### src/rtl/pipeline_result_collector.sv
// rtl/pipeline_result_collector.sv - drains a results FIFO through a credited skid buffer
// Per-job delivery counter and wide totals; done rises once every expected result has left.
module pipeline_result_collector #(
  parameter int PCOEFF_COUNT_BITWIDTH = 10,
  parameter int READ_LATENCY          = 2,
  parameter int SKID_DEPTH_LOG2       = 2
) (
  input  logic                              i_clk,
  input  logic                              i_rst_n,
  input  logic                              i_start,
  input  logic [31:0]                       i_expected_results,
  input  logic                              i_results_available,
  output logic                              o_grab_results,
  input  logic [PCOEFF_COUNT_BITWIDTH+34:0] i_pcoeff_sum,
  input  logic [PCOEFF_COUNT_BITWIDTH-1:0]  i_pcoeff_count,
  output logic                              o_out_valid,
  input  logic                              i_out_ready,
  output logic [PCOEFF_COUNT_BITWIDTH+34:0] o_out_sum,
  output logic [PCOEFF_COUNT_BITWIDTH-1:0]  o_out_count,
  output logic [63:0]                       o_total_sum,
  output logic [31:0]                       o_total_count,
  output logic [31:0]                       o_delivered,
  output logic                              o_done,
  output logic                              o_busy
);

  localparam int SW    = PCOEFF_COUNT_BITWIDTH + 35;
  localparam int CW    = PCOEFF_COUNT_BITWIDTH;
  localparam int EW    = SW + CW;
  localparam int DEPTH = 1 << SKID_DEPTH_LOG2;
  localparam int OCCW  = SKID_DEPTH_LOG2 + 1;

  typedef enum logic [1:0] {S_IDLE, S_COLLECT, S_DONE} state_t;

  state_t                     r_state;
  logic                       r_done;
  logic                       r_busy;
  logic [31:0]                r_remaining;
  logic [31:0]                r_grabbed;
  logic [31:0]                r_delivered;
  logic [63:0]                r_total_sum;
  logic [31:0]                r_total_count;
  logic [READ_LATENCY-1:0]    r_rd_pipe;
  logic [EW-1:0]              r_mem [DEPTH];
  logic [SKID_DEPTH_LOG2-1:0] r_wr_ptr;
  logic [SKID_DEPTH_LOG2-1:0] r_rd_ptr;
  logic [OCCW-1:0]            r_occ;

  logic [OCCW-1:0] w_in_flight;
  logic [OCCW:0]   w_credit_used;
  logic            w_grab;
  logic            w_wr;
  logic            w_pop;
  logic            w_out_valid;
  logic [EW-1:0]   w_head;
  logic [SW-1:0]   w_out_sum;
  logic [CW-1:0]   w_out_count;

  always_comb begin
    w_in_flight = '0;
    for (int i = 0; i < READ_LATENCY; i++) begin
      w_in_flight = w_in_flight + OCCW'(r_rd_pipe[i]);
    end
  end

  // Reads still in flight already own a skid slot, so the buffer can never overflow.
  assign w_credit_used = {1'b0, w_in_flight} + {1'b0, r_occ};
  assign w_grab        = (r_state == S_COLLECT) && i_results_available &&
                         (w_credit_used < (OCCW+1)'(DEPTH)) && (r_grabbed < r_remaining);
  assign w_wr          = r_rd_pipe[READ_LATENCY-1];
  assign w_out_valid   = (r_occ != '0);
  assign w_pop         = w_out_valid && i_out_ready;
  assign w_head        = r_mem[r_rd_ptr];
  assign w_out_sum     = w_out_valid ? w_head[EW-1:CW] : '0;
  assign w_out_count   = w_out_valid ? w_head[CW-1:0]  : '0;

  always_ff @(posedge i_clk) begin
    if (w_wr) begin
      r_mem[r_wr_ptr] <= {i_pcoeff_sum, i_pcoeff_count};
    end
  end

  always_ff @(posedge i_clk or negedge i_rst_n) begin
    if (!i_rst_n) begin
      r_state       <= S_IDLE;
      r_done        <= 1'b0;
      r_busy        <= 1'b0;
      r_remaining   <= '0;
      r_grabbed     <= '0;
      r_delivered   <= '0;
      r_total_sum   <= '0;
      r_total_count <= '0;
      r_rd_pipe     <= '0;
      r_wr_ptr      <= '0;
      r_rd_ptr      <= '0;
      r_occ         <= '0;
    end else begin
      r_rd_pipe[0] <= w_grab;
      for (int i = 1; i < READ_LATENCY; i++) begin
        r_rd_pipe[i] <= r_rd_pipe[i-1];
      end

      if (w_wr)  r_wr_ptr <= r_wr_ptr + SKID_DEPTH_LOG2'(1);
      if (w_pop) r_rd_ptr <= r_rd_ptr + SKID_DEPTH_LOG2'(1);
      case ({w_wr, w_pop})
        2'b10:   r_occ <= r_occ + OCCW'(1);
        2'b01:   r_occ <= r_occ - OCCW'(1);
        default: r_occ <= r_occ;
      endcase

      if (w_grab) r_grabbed <= r_grabbed + 32'd1;
      if (w_pop) begin
        r_delivered   <= r_delivered + 32'd1;
        r_total_sum   <= r_total_sum + 64'(w_out_sum);
        r_total_count <= r_total_count + 32'(w_out_count);
      end

      case (r_state)
        S_COLLECT: begin
          if (w_pop && ((r_delivered + 32'd1) == r_remaining)) begin
            r_state <= S_DONE;
            r_busy  <= 1'b0;
            r_done  <= 1'b1;
          end
        end
        default: begin
          // Skid and read pipe are empty outside COLLECT, so clearing here races nothing.
          if (i_start) begin
            r_remaining   <= i_expected_results;
            r_grabbed     <= '0;
            r_delivered   <= '0;
            r_total_sum   <= '0;
            r_total_count <= '0;
            if (i_expected_results == 32'd0) begin
              r_state <= S_DONE;
              r_busy  <= 1'b0;
              r_done  <= 1'b1;
            end else begin
              r_state <= S_COLLECT;
              r_busy  <= 1'b1;
              r_done  <= 1'b0;
            end
          end
        end
      endcase
    end
  end

  assign o_grab_results = w_grab;
  assign o_out_valid    = w_out_valid;
  assign o_out_sum      = w_out_sum;
  assign o_out_count    = w_out_count;
  assign o_total_sum    = r_total_sum;
  assign o_total_count  = r_total_count;
  assign o_delivered    = r_delivered;
  assign o_done         = r_done;
  assign o_busy         = r_busy;

endmodule

### config.mk
export PLATFORM = sky130hd
export DESIGN_NAME = pipeline_result_collector
export DESIGN_NICKNAME = d
export VERILOG_FILES = /design/src/rtl/pipeline_result_collector.sv
export SDC_FILE = /design/constraint.sdc
export NUM_CORES = 1
export LEC_CHECK = 0
export ABC_AREA = 1
export CORE_ASPECT_RATIO = 1.1
export CORE_MARGIN = 3
export CORE_UTILIZATION = 30
export DETAILED_ROUTE_END_ITERATION = 16
export SYNTH_ARGS = -nofsm -noshare
export SYNTH_HDL_FRONTEND = slang
export SYNTH_SLANG_ARGS = --single-unit
### constraint.sdc
create_clock -name i_clk -period 4.48 [get_ports i_clk]
set_clock_uncertainty 0.15 [all_clocks]
set_input_delay 0.672 -clock i_clk [delete_from_list [all_inputs] [get_ports i_clk]]
set_output_delay 0.672 -clock i_clk [all_outputs]
set_load 0.03 [all_outputs]
==> qor.yml, run 1 <==
clock_network:
  clk_latency_ns: 0.62
  cts.sinks: 424
  cts_made_buffers: 49
  cts_root_buf: "clkbuf_16"
  post_cts_buffers: 0
  clock_path_buffers: 3
  clkTransAtPathRegs_ns: 0.06
  ctsResizeCount: 0
  cts_tree: "done"
  htree_levels: 2
  cts.hold.buffers_added: 1
cells_and_area:
  fin_util: 0.377
  layout-drive-gt1-share: 0.0487
  finalNetCount: 3497
  area_growth_pct: 24.0
  diodes: 0
  mostFrequentLayoutCell: "nand2_1"
  mostFrequentLayoutCells: "nand2_1, nor2_1, inv_1"
route:
  drtAntennaViolNets: 0
  drt_wl_total_um: 82500
  drt_iter0_drc: 1722
  wire_per_inst_um: 18.8
  vias: 21340
  firstDrtPassIters: 5
  viasPerCell: 4.86
  drcViolationCount: 0
sta:
  period_minus_slack_ns: 4.16
  slew_headroom: 0.269
  rsz0062_at_grt: "no"
  max_freq_mhz: 240
  fin_crit_sh: 0.928
  setup_tns_ns: 0
  tightest_slew_ns: 1.10
  final-max-slew-violation-count: 0
  hold_violations: 0
  finalSetupViolations: 0
floorplanning:
  die_area_sq_um: 84100
  die_x_um: 277
  die_h_um: 304
  ios: 279
  initial_core_util: 0.304
  core_area_sq_um: 79500
  rows: 108
yosys:
  synth_cell_types: 45
  synthXorXnorAreaFrac: 0.0233
  synth_top_area_cell: "edfxtp_1"
  ys_ff_latch: 424
  synth_top_area_frac: 0.273
  synthAdderAreaFrac: 0.0511
  synth_top_family_by_area: "simple AND/OR/NAND/NOR gates"
  syn_nets: 3224
  syn_area_sq_um: 24200
  syn_inst: 3035
  synthMuxAreaShare: 0
  ys_seq_area_frac: 0.484
  synth.area.top_cells: "edfxtp_1, dfrtp_1, nand2_1, nor2_1, o21ai_0"
  yosysWarningCount: 0
  syn_area_per_cell_sq_um: 7.97
  synth-simple-area-share: 0.243
  synth_compound_area_frac: 0.131
global_routing:
  grt.total_usage: 0.191
  grt_pass1_vias: 20726
  grt-ovfl-total: 0
  grt_pass1_wl_um: 126000
  antenna_found_initial: 3
  grt_start_max_net_pins: 145
hold_path:
  worstHoldStart: "r_rd_pipe[0]"
  hold_class: "reg2reg"
critical_path:
  setup.worst_path.start: "r_rd_ptr[0]"
  crit_arrival_ns: 3.34
  start_kind: "register"
  crit_path_end_kind: "primary output"
  r2r_slack_ns: 0.37
  critical_path_required_ns: 3.66
  reg2reg_from: "r_rd_ptr[0]"
  path_class: "reg2out"
  crit_fanout: 26
status:
  outcome: "finished, final reports clean"
pwr:
  vdd_drop_max_mv: 0.389
  power_leakage_nw: 12.4
  power_density_nw_per_um2: 807
job:
  maxCapViolations: 0
place:
  port-buffer-count: 278
  dpl.hpwl_um: 61800
  gp_congestion: 0.931
==> layout make-up <==
cell class                      count  area (sq um)
Fill cell                        8127         49500
Multi-Input combinational cell   2181         10900
Clock buffer                       65          1320
Sequential cell                   424         11700
Clock inverter                     25           332
Inverter                          334          1250
Tap cell                         1045          1310
Timing Repair Buffer              318          3200
==> logic make-up after synthesis <==
group | Yosys count
and+or+nand+nor | 1432
adders and majority gates | 97
xor gates and xnor gates | 58
AOI/OAI and AO/OA | 594
DFF | 424
buffers and inverters | 430
==> through the flow <==
stage	power, mW	hold WS [ns]	area (sq um)	instances	worst slack, ns
2_1_floorplan	14.7	0.210	24200	3035	0.773
3_3_place_gp	20.1	0.222	28300	4301	0.495
3_5_place_dp	20.1	0.227	28300	4301	0.466
4_1_cts	24.4	0.243	30000	4392	0.215
5_1_grt	26.1	0.252	30000	4392	0.0369
6_report	24.2	0.241	30000	4392	0.320
==> synth_stat cells (all sizes together) <==
cell,instances
nor3b,2
a22oi,1
nor3,42
o211a,2
clkbuf,59
xor3,1
dfrtp,204
and2,7
xnor3,3
a2bb2oi,1
o21a,8
nor4,22
o21ai,300
or2,14
o211ai,32
nand3b,6
a21oi,220
o2111ai,1
or3,1
nand3,125
o21bai,10
fa,3
a21o,7
edfxtp,220
xnor2,7
a211oi,4
a31oi,6
nand4,23
inv,334
nor2,588
nand2,601
ha,94
xor2,47
a21boi,2
buf,37
or4,1
==> flip-flops by register name (all words and copies together), names as in the netlist <==
signal / flops
r_mem: 220
r_rd_ptr: 2
o_done: 1
r_state: 2
r_rd_pipe: 2
r_occ: 3
o_total_sum: 64
o_delivered: 32
r_grabbed: 32
r_remaining: 32
r_wr_ptr: 2
o_total_count: 32
==> per-layer routing <==
layer	wire length, um	part of all wire	track usage
met5	27	0.00033	0
met4	2920	0.035	0.0643
met3	4040	0.049	0.0310
met2	40100	0.49	0.332
met1	35400	0.43	0.242
==> power breakdown <==
part | switching [mW] | total, mW | internal, mW
clock network | 1.71 | 4.14 | 2.43
logic | 9.23 | 14.1 | 4.83
registers | 1.02 | 6.01 | 4.98
total | 12.0 | 24.2 | 12.2
==> worst max-delay path, stage by stage (launching register included) <==
cell,delay (ns)
dfrtp_4,0.56
inv_2,0.36
buf_4,0.35
o21ai_0,0.13
a21oi_1,0.51
clkdlybuf4s50_1,0.83
==> final timing paths <==
kind	cells past startpoint	to
max reg2reg	17	o_total_sum[61]
min	0	r_rd_pipe[1]
max in group asynchronous	3	o_total_count[8]
max	5	o_out_count[1]
min reg2reg	0	r_rd_pipe[1]
min in group asynchronous	2	o_delivered[21]
No activity file was read; power rests on OpenSTA's default activity.
==> run 2, diff against run 1 <==
--- a/config.mk
+++ b/config.mk
@@ -7,9 +7,10 @@
 export LEC_CHECK = 0
 export ABC_AREA = 1
 export CORE_ASPECT_RATIO = 1.1
-export CORE_MARGIN = 3
+export CORE_MARGIN = 2
 export CORE_UTILIZATION = 30
 export DETAILED_ROUTE_END_ITERATION = 16
+export SLEW_MARGIN = 25
 export SYNTH_ARGS = -nofsm -noshare
 export SYNTH_HDL_FRONTEND = slang
 export SYNTH_SLANG_ARGS = --single-unit
==> run 2 against run 1 <==
  * The run now ends with negative hold slack left
  * Wire length decreased by 0.80%
  * Setup slack got worse by 0.00094 ns
  * Global-route usage increased by 0.36 points
  * Utilization decreased by 0.21 points
  * Die area decreased by 1.4%
  * Worst hold slack got worse by 0.26 ns
  * Sequential power about the same
  * Non-clock buffer count increased by 13
  * Critical path type unchanged
  * Largest power group unchanged
==> qor.yml, run 2 (same netlist as run 1, synthesis figures left out) <==
status:
  outcome: "finished, violations left"
  violations: "negative hold slack"
critical_path:
  crit_path_end_kind: "primary output"
  start_kind: "register"
  cp.depth: 10  # +5
  crit_arrival_ns: 3.34  # about the same
  reg2reg_from: "r_rd_ptr[0]"
  r2r_slack_ns: 0.46  # +0.09 ns
  regToRegEndpoint: "o_total_sum[62]"
  critical_path_required_ns: 3.66  # about the same
  endpoint: "o_grab_results"
  cp_top_family: "buffers and inverters"
  path_class: "reg2out"
  path_cells: "inv_1 > ha_1 > a21oi_1 > nor2_1 > a211oi_1 > o21ai_0 > a21oi_1 > nand3_2 > inv_1 > clkdlybuf4s50_1"
  critical_path_buf_inv_count: 3  # unchanged
  max_stage_delay_ns: 0.67  # -0.16 ns
  reg2reg_depth: 17  # unchanged
  crit_slowest_cell: "clkdlybuf4s50_1"
  setup.worst_path.start: "r_remaining[29]"
  crit_fanout: 5  # -81%
sta:
  max_freq_mhz: 240  # about the same
  hold_violations: 13  # +13
  setup_tns_ns: 0  # unchanged
  final-max-slew-violation-count: 0  # unchanged
  slew_headroom: 0.388  # +0.120
  fin_crit_sh: 0.929  # about the same
  hold_slack_ns: -0.0237  # -0.265 ns
  period_minus_slack_ns: 4.16  # +0.000939 ns
  tightest_slew_ns: 0.917  # -0.179 ns
  finalSetupViolations: 0  # unchanged
  rsz0062_at_grt: "no"
clock_network:
  cts.hold.buffers_added: 0  # -1
  clk_latency_ns: 0.63  # about the same
  htree_levels: 2  # unchanged
  cts_root_buf: "clkbuf_16"
  clkTransAtPathRegs_ns: 0.07  # about the same
  cts_tree: "done"
  post_cts_buffers: 0  # unchanged
  cts.sinks: 424  # unchanged
  ctsResizeCount: 0  # unchanged
  clock_path_buffers: 3  # unchanged
  cts_made_buffers: 49  # unchanged
cells_and_area:
  area_growth_pct: 24.2
  fin_area_sq_um: 30000  # +0.18%
  top_register: "r_mem"
  fill_cells: 8139  # +0.15%
  finalNetCount: 3510  # +0.37%
  layout-drive-gt1-share: 0.0524  # +0.00368
  mostFrequentLayoutCell: "nand2_1"
  mostFrequentLayoutCells: "nand2_1, nor2_1, inv_1"
  diodes: 0  # unchanged
  largest_reg_flops: 220  # unchanged
pwr:
  p_total_mw: 24.2  # about the same
  power_leakage_nw: 12.4  # +0.45%
  power_density_nw_per_um2: 807  # -0.10%
  vdd_drop_max_mv: 0.436  # +12%
place:
  dpl.hpwl_um: 61300  # -0.93%
  port-buffer-count: 278  # unchanged
  place_area_sq_um: 28400  # +0.28%
  gp_congestion: 0.945  # +1.4%
floorplanning:
  die_x_um: 275  # -0.72%
  initial_core_util: 0.302  # -0.00228
  ios: 279  # unchanged
  die_h_um: 302  # -0.66%
  rows: 109  # +0.93%
  core_area_sq_um: 80100  # +0.75%
  die_area_sq_um: 82900  # -1.4%
global_routing:
  grt_start_max_net_pins: 145  # unchanged
  antenna_found_initial: 2  # -1
  grt_pass1_vias: 20620  # -0.51%
  grt-ovfl-total: 0  # unchanged
  grt_pass1_wl_um: 123000  # -1.7%
  grt.total_usage: 0.195  # +0.00356
route:
  drtAntennaViolNets: 0  # unchanged
  wire_per_inst_um: 18.5  # -1.3%
  firstDrtPassIters: 5  # unchanged
  drt_wl_total_um: 81800  # -0.80%
  viasPerCell: 4.83  # -0.63%
  vias: 21311  # -0.14%
  drcViolationCount: 0  # unchanged
  drt_iter0_drc: 1442  # -16%
job:
  maxCapViolations: 0  # unchanged
hold_path:
  hold_class: "in2async"
[run 2: cell types whose count changed in the layout (fill, tap and decap cells not counted), sizes merged]
| cell | before | now |
|---|---|---|
| buf | 40 | 54 |
| clkinvlp | 3 | 0 |
| bufinv | 6 | 5 |
| clkinv | 14 | 21 |
| dlygate4sd3 | 1 | 0 |
| clkbuf | 65 | 62 |
[run 2: worst min path at each step]
stage	from	end	slack [ns]	cells past startpoint
2_1_floorplan	r_rd_pipe[0]	r_rd_pipe[1]	0.21	0
3_3_place_gp	r_rd_pipe[0]	r_rd_pipe[1]	0.22	0
3_5_place_dp	r_rd_pipe[0]	r_rd_pipe[1]	0.24	0
4_1_cts	i_rst_n	o_total_sum[6]	0.03	1
5_1_grt	i_rst_n	o_total_sum[6]	0.05	1
6_report	i_rst_n	o_total_sum[6]	-0.02	1
[run 2: final cells by class]
| class | count | area [sq um] | area share |
|---|---|---|---|
| inverters | 334 | 1250 | 0.0418 |
| well taps | 1054 | 1320 | 0.0439 |
| clock buffers | 62 | 1290 | 0.0431 |
| clock inverters | 28 | 339 | 0.0113 |
| repair buffers | 331 | 3260 | 0.109 |
| flip-flops and latches | 424 | 11700 | 0.390 |
| multi-input cells | 2181 | 10900 | 0.361 |
[run 2: where the power goes]
part	internal (mW)	switching (mW)	total [mW]
Combinational	4.93	9.21	14.1
Clock	2.36	1.72	4.09
Sequential	4.98	1.03	6.01
[run 2: stage by stage]
step,setup WS (ns),instances,util
2_1_floorplan,0.773,3035,-
3_3_place_gp,0.508,4324,0.355
3_5_place_dp,0.490,4324,0.355
4_1_cts,0.278,4414,0.375
5_1_grt,0.132,4414,0.375
6_report,0.320,4414,0.375
[run 2: routing by layer]
metal | GRT usage | up-vias | part of all wire
met5 | 0 | - | 0.00035
met4 | 0.0793 | 4 | 0.042
met3 | 0.0301 | 150 | 0.048
met2 | 0.334 | 501 | 0.49
met1 | 0.244 | 10036 | 0.42
li1 | - | 10620 | -
==> run 3, diff against run 2 <==
--- a/config.mk
+++ b/config.mk
@@ -10,6 +10,7 @@
 export CORE_MARGIN = 2
 export CORE_UTILIZATION = 30
 export DETAILED_ROUTE_END_ITERATION = 16
+export SETUP_SLACK_MARGIN = 0.4
 export SLEW_MARGIN = 25
 export SYNTH_ARGS = -nofsm -noshare
 export SYNTH_HDL_FRONTEND = slang
==> run 3 against run 2 <==
  * The flow still finishes with violations (negative hold slack)
  * Largest power group unchanged
  * Global-route usage is the same
  * Via count rose by 0.23%
  * Critical path depth is 5 lower
  * Total power up 0.45%
  * Utilization increased by 0.13 points
  * Worst hold slack better by 0.00082 ns
  * Cell count unchanged
  * Clock power hardly changed
==> qor.yml, run 3 (same netlist as run 1, synthesis figures left out) <==
status:
  outcome: "finished, violations left"
  violations: "negative hold slack"
route:
  vias: 21360  # +0.23%
  drcViolationCount: 0  # unchanged
  wire_per_inst_um: 18.6  # about the same
  drt_iter0_drc: 1512  # +4.9%
  viasPerCell: 4.84  # +0.23%
  firstDrtPassIters: 5  # unchanged
  drt_wl_total_um: 81900  # about the same
  drtAntennaViolNets: 0  # unchanged
floorplanning:
  initial_core_util: 0.302  # unchanged
  ios: 279  # unchanged
  rows: 109  # unchanged
  die_area_sq_um: 82900  # unchanged
  die_h_um: 302  # unchanged
  die_x_um: 275  # unchanged
  core_area_sq_um: 80100  # unchanged
cells_and_area:
  largest_reg_flops: 220  # unchanged
  register_area_sq_um: 11700  # unchanged
  area_growth_pct: 24.6
  mostFrequentLayoutCell: "nand2_1"
  fill_cells: 8128  # -0.14%
  finalNetCount: 3510  # unchanged
  top_register: "r_mem"
  diodes: 0  # unchanged
  mostFrequentLayoutCells: "nand2_1, nor2_1, inv_1"
  layout-drive-gt1-share: 0.0598  # +0.00744
  multi_input_area_sq_um: 10900  # +0.84%
critical_path:
  max_stage_delay_ns: 0.83  # +0.16 ns
  crit_fanout: 50  # +45
  crit_arrival_ns: 3.14  # -0.20 ns
  start_kind: "register"
  path_cells: "inv_4 > buf_12 > o21ai_0 > a21oi_1 > clkdlybuf4s50_1"
  path_class: "reg2out"
  crit_slowest_cell: "clkdlybuf4s50_1"
  critical_path_required_ns: 3.66  # about the same
  crit_path_end_kind: "primary output"
sta:
  slew_headroom: 0.384  # -0.00429
  max_freq_mhz: 252  # +4.9%
  fin_ws_ns: 0.514  # +0.194 ns
  final-max-slew-violation-count: 0  # unchanged
  tightest_slew_ns: 0.924  # +0.00644 ns
  hold_slack_ns: -0.0229  # +0.000819 ns
  setup_tns_ns: 0  # unchanged
  hold_violations: 11  # -2
  fin_crit_sh: 0.885  # -0.0433
  rsz0062_at_grt: "no"
  finalSetupViolations: 0  # unchanged
  period_minus_slack_ns: 3.97  # -0.194 ns
clock_network:
  ctsResizeCount: 1  # +1
  clock_path_buffers: 3  # unchanged
  cts.hold.buffers_added: 0  # unchanged
  cts_made_buffers: 49  # unchanged
  cts_tree: "done"
  post_cts_buffers: 0  # unchanged
  htree_levels: 2  # unchanged
  cts.sinks: 424  # unchanged
  cts_root_buf: "clkbuf_16"
  clk_latency_ns: 0.63  # about the same
  clkTransAtPathRegs_ns: 0.07  # about the same
pwr:
  p_clk_frac: 0.168  # about the same
  p_comb_frac: 0.585  # +0.002
  power_density_nw_per_um2: 808  # +0.12%
  switching_share: 0.494  # about the same
  seqPwrFrac: 0.247  # about the same
  power.internal_mw: 12.3  # +0.41%
  p_switching_mw: 12.0  # +0.50%
  power_leakage_nw: 12.5  # +0.22%
  vdd_drop_max_mv: 0.437  # +0.33%
global_routing:
  grt-ovfl-total: 0  # unchanged
  antenna_found_initial: 2  # unchanged
  grt_start_max_net_pins: 145  # unchanged
  grt_pass1_vias: 20620  # unchanged
  grt_pass1_wl_um: 123000  # unchanged
  grt.total_usage: 0.195  # unchanged
hold_path:
  hold_class: "in2async"
place:
  dpl.hpwl_um: 61300  # unchanged
  port-buffer-count: 278  # unchanged
  gp_congestion: 0.945  # unchanged
  pre_cts_slack_ns: 0.490  # unchanged
job:
  maxCapViolations: 0  # unchanged
==> run 3: changes by cell type in the layout (fill, tap and decap cells not counted), sizes merged <==
| cell | change |
|---|---|
| clkdlybuf4s50 | -1 |
| dlymetal6s2s | +1 |
==> run 3: cell type report <==
cell class / count / area share
clock inverters: 28 / 0.0113
flip-flops and latches: 424 / 0.389
repair buffers: 331 / 0.108
clock buffers: 62 / 0.0430
well taps: 1054 / 0.0438
inverters: 334 / 0.0417
multi-input cells: 2181 / 0.363
==> run 3: per-layer routing <==
layer | up-vias | global-route usage | share of wire
li1 | 10613 | - | -
met1 | 10104 | 0.244 | 0.42
met2 | 490 | 0.334 | 0.49
met3 | 149 | 0.0301 | 0.046
met4 | 4 | 0.0793 | 0.043
met5 | - | 0 | 0.00035
==> run 3: final timing paths <==
path / start / endpoint / slack [ns] / cells past startpoint
setup / recovery: r_rd_ptr[0] / o_out_sum[42] / 0.51 / 5
min in group i_clk: r_rd_pipe[0] / r_rd_pipe[1] / 0.25 / 0
max in group asynchronous: i_rst_n / o_total_sum[60] / 3.19 / 2
hold reg to reg: r_rd_pipe[0] / r_rd_pipe[1] / 0.25 / 0
setup reg to reg: r_rd_ptr[0] / o_total_sum[51] / 0.64 / 15
hold / removal: i_rst_n / o_total_sum[6] / -0.02 / 1
==> run 3: power groups by stage <==
stage / clock network, mW / registers, mW / logic (mW)
final: 4.09 / 6.01 / 14.2
after CTS: 4.17 / 6.00 / 14.2
after detailed placement: 0 / 6.06 / 14.1
after global placement: 0 / 6.05 / 14.1
after floorplan: 0 / 6.38 / 8.28
after global routing: 4.35 / 6.12 / 15.8
==> run 3: worst max-delay path, delay by kind of cell (launching register included) <==
family / cells / cell delay (ns)
DFF: 1 / 0.60
buffers and inverters: 3 / 1.29
AOI/OAI and AO/OA: 2 / 0.63
==> run 3: through the flow <==
stage	cells	power [mW]	cell area (sq um)	hold slack [ns]	util
after detailed placement	4324	20.2	28400	0.237	0.355
after floorplan	3035	14.7	24200	0.210	-
final	4414	24.3	30100	-0.0229	0.376
after CTS	4414	24.4	30000	0.0265	0.375
after global placement	4324	20.1	28400	0.221	0.355
after global routing	4414	26.2	30100	0.0480	0.376
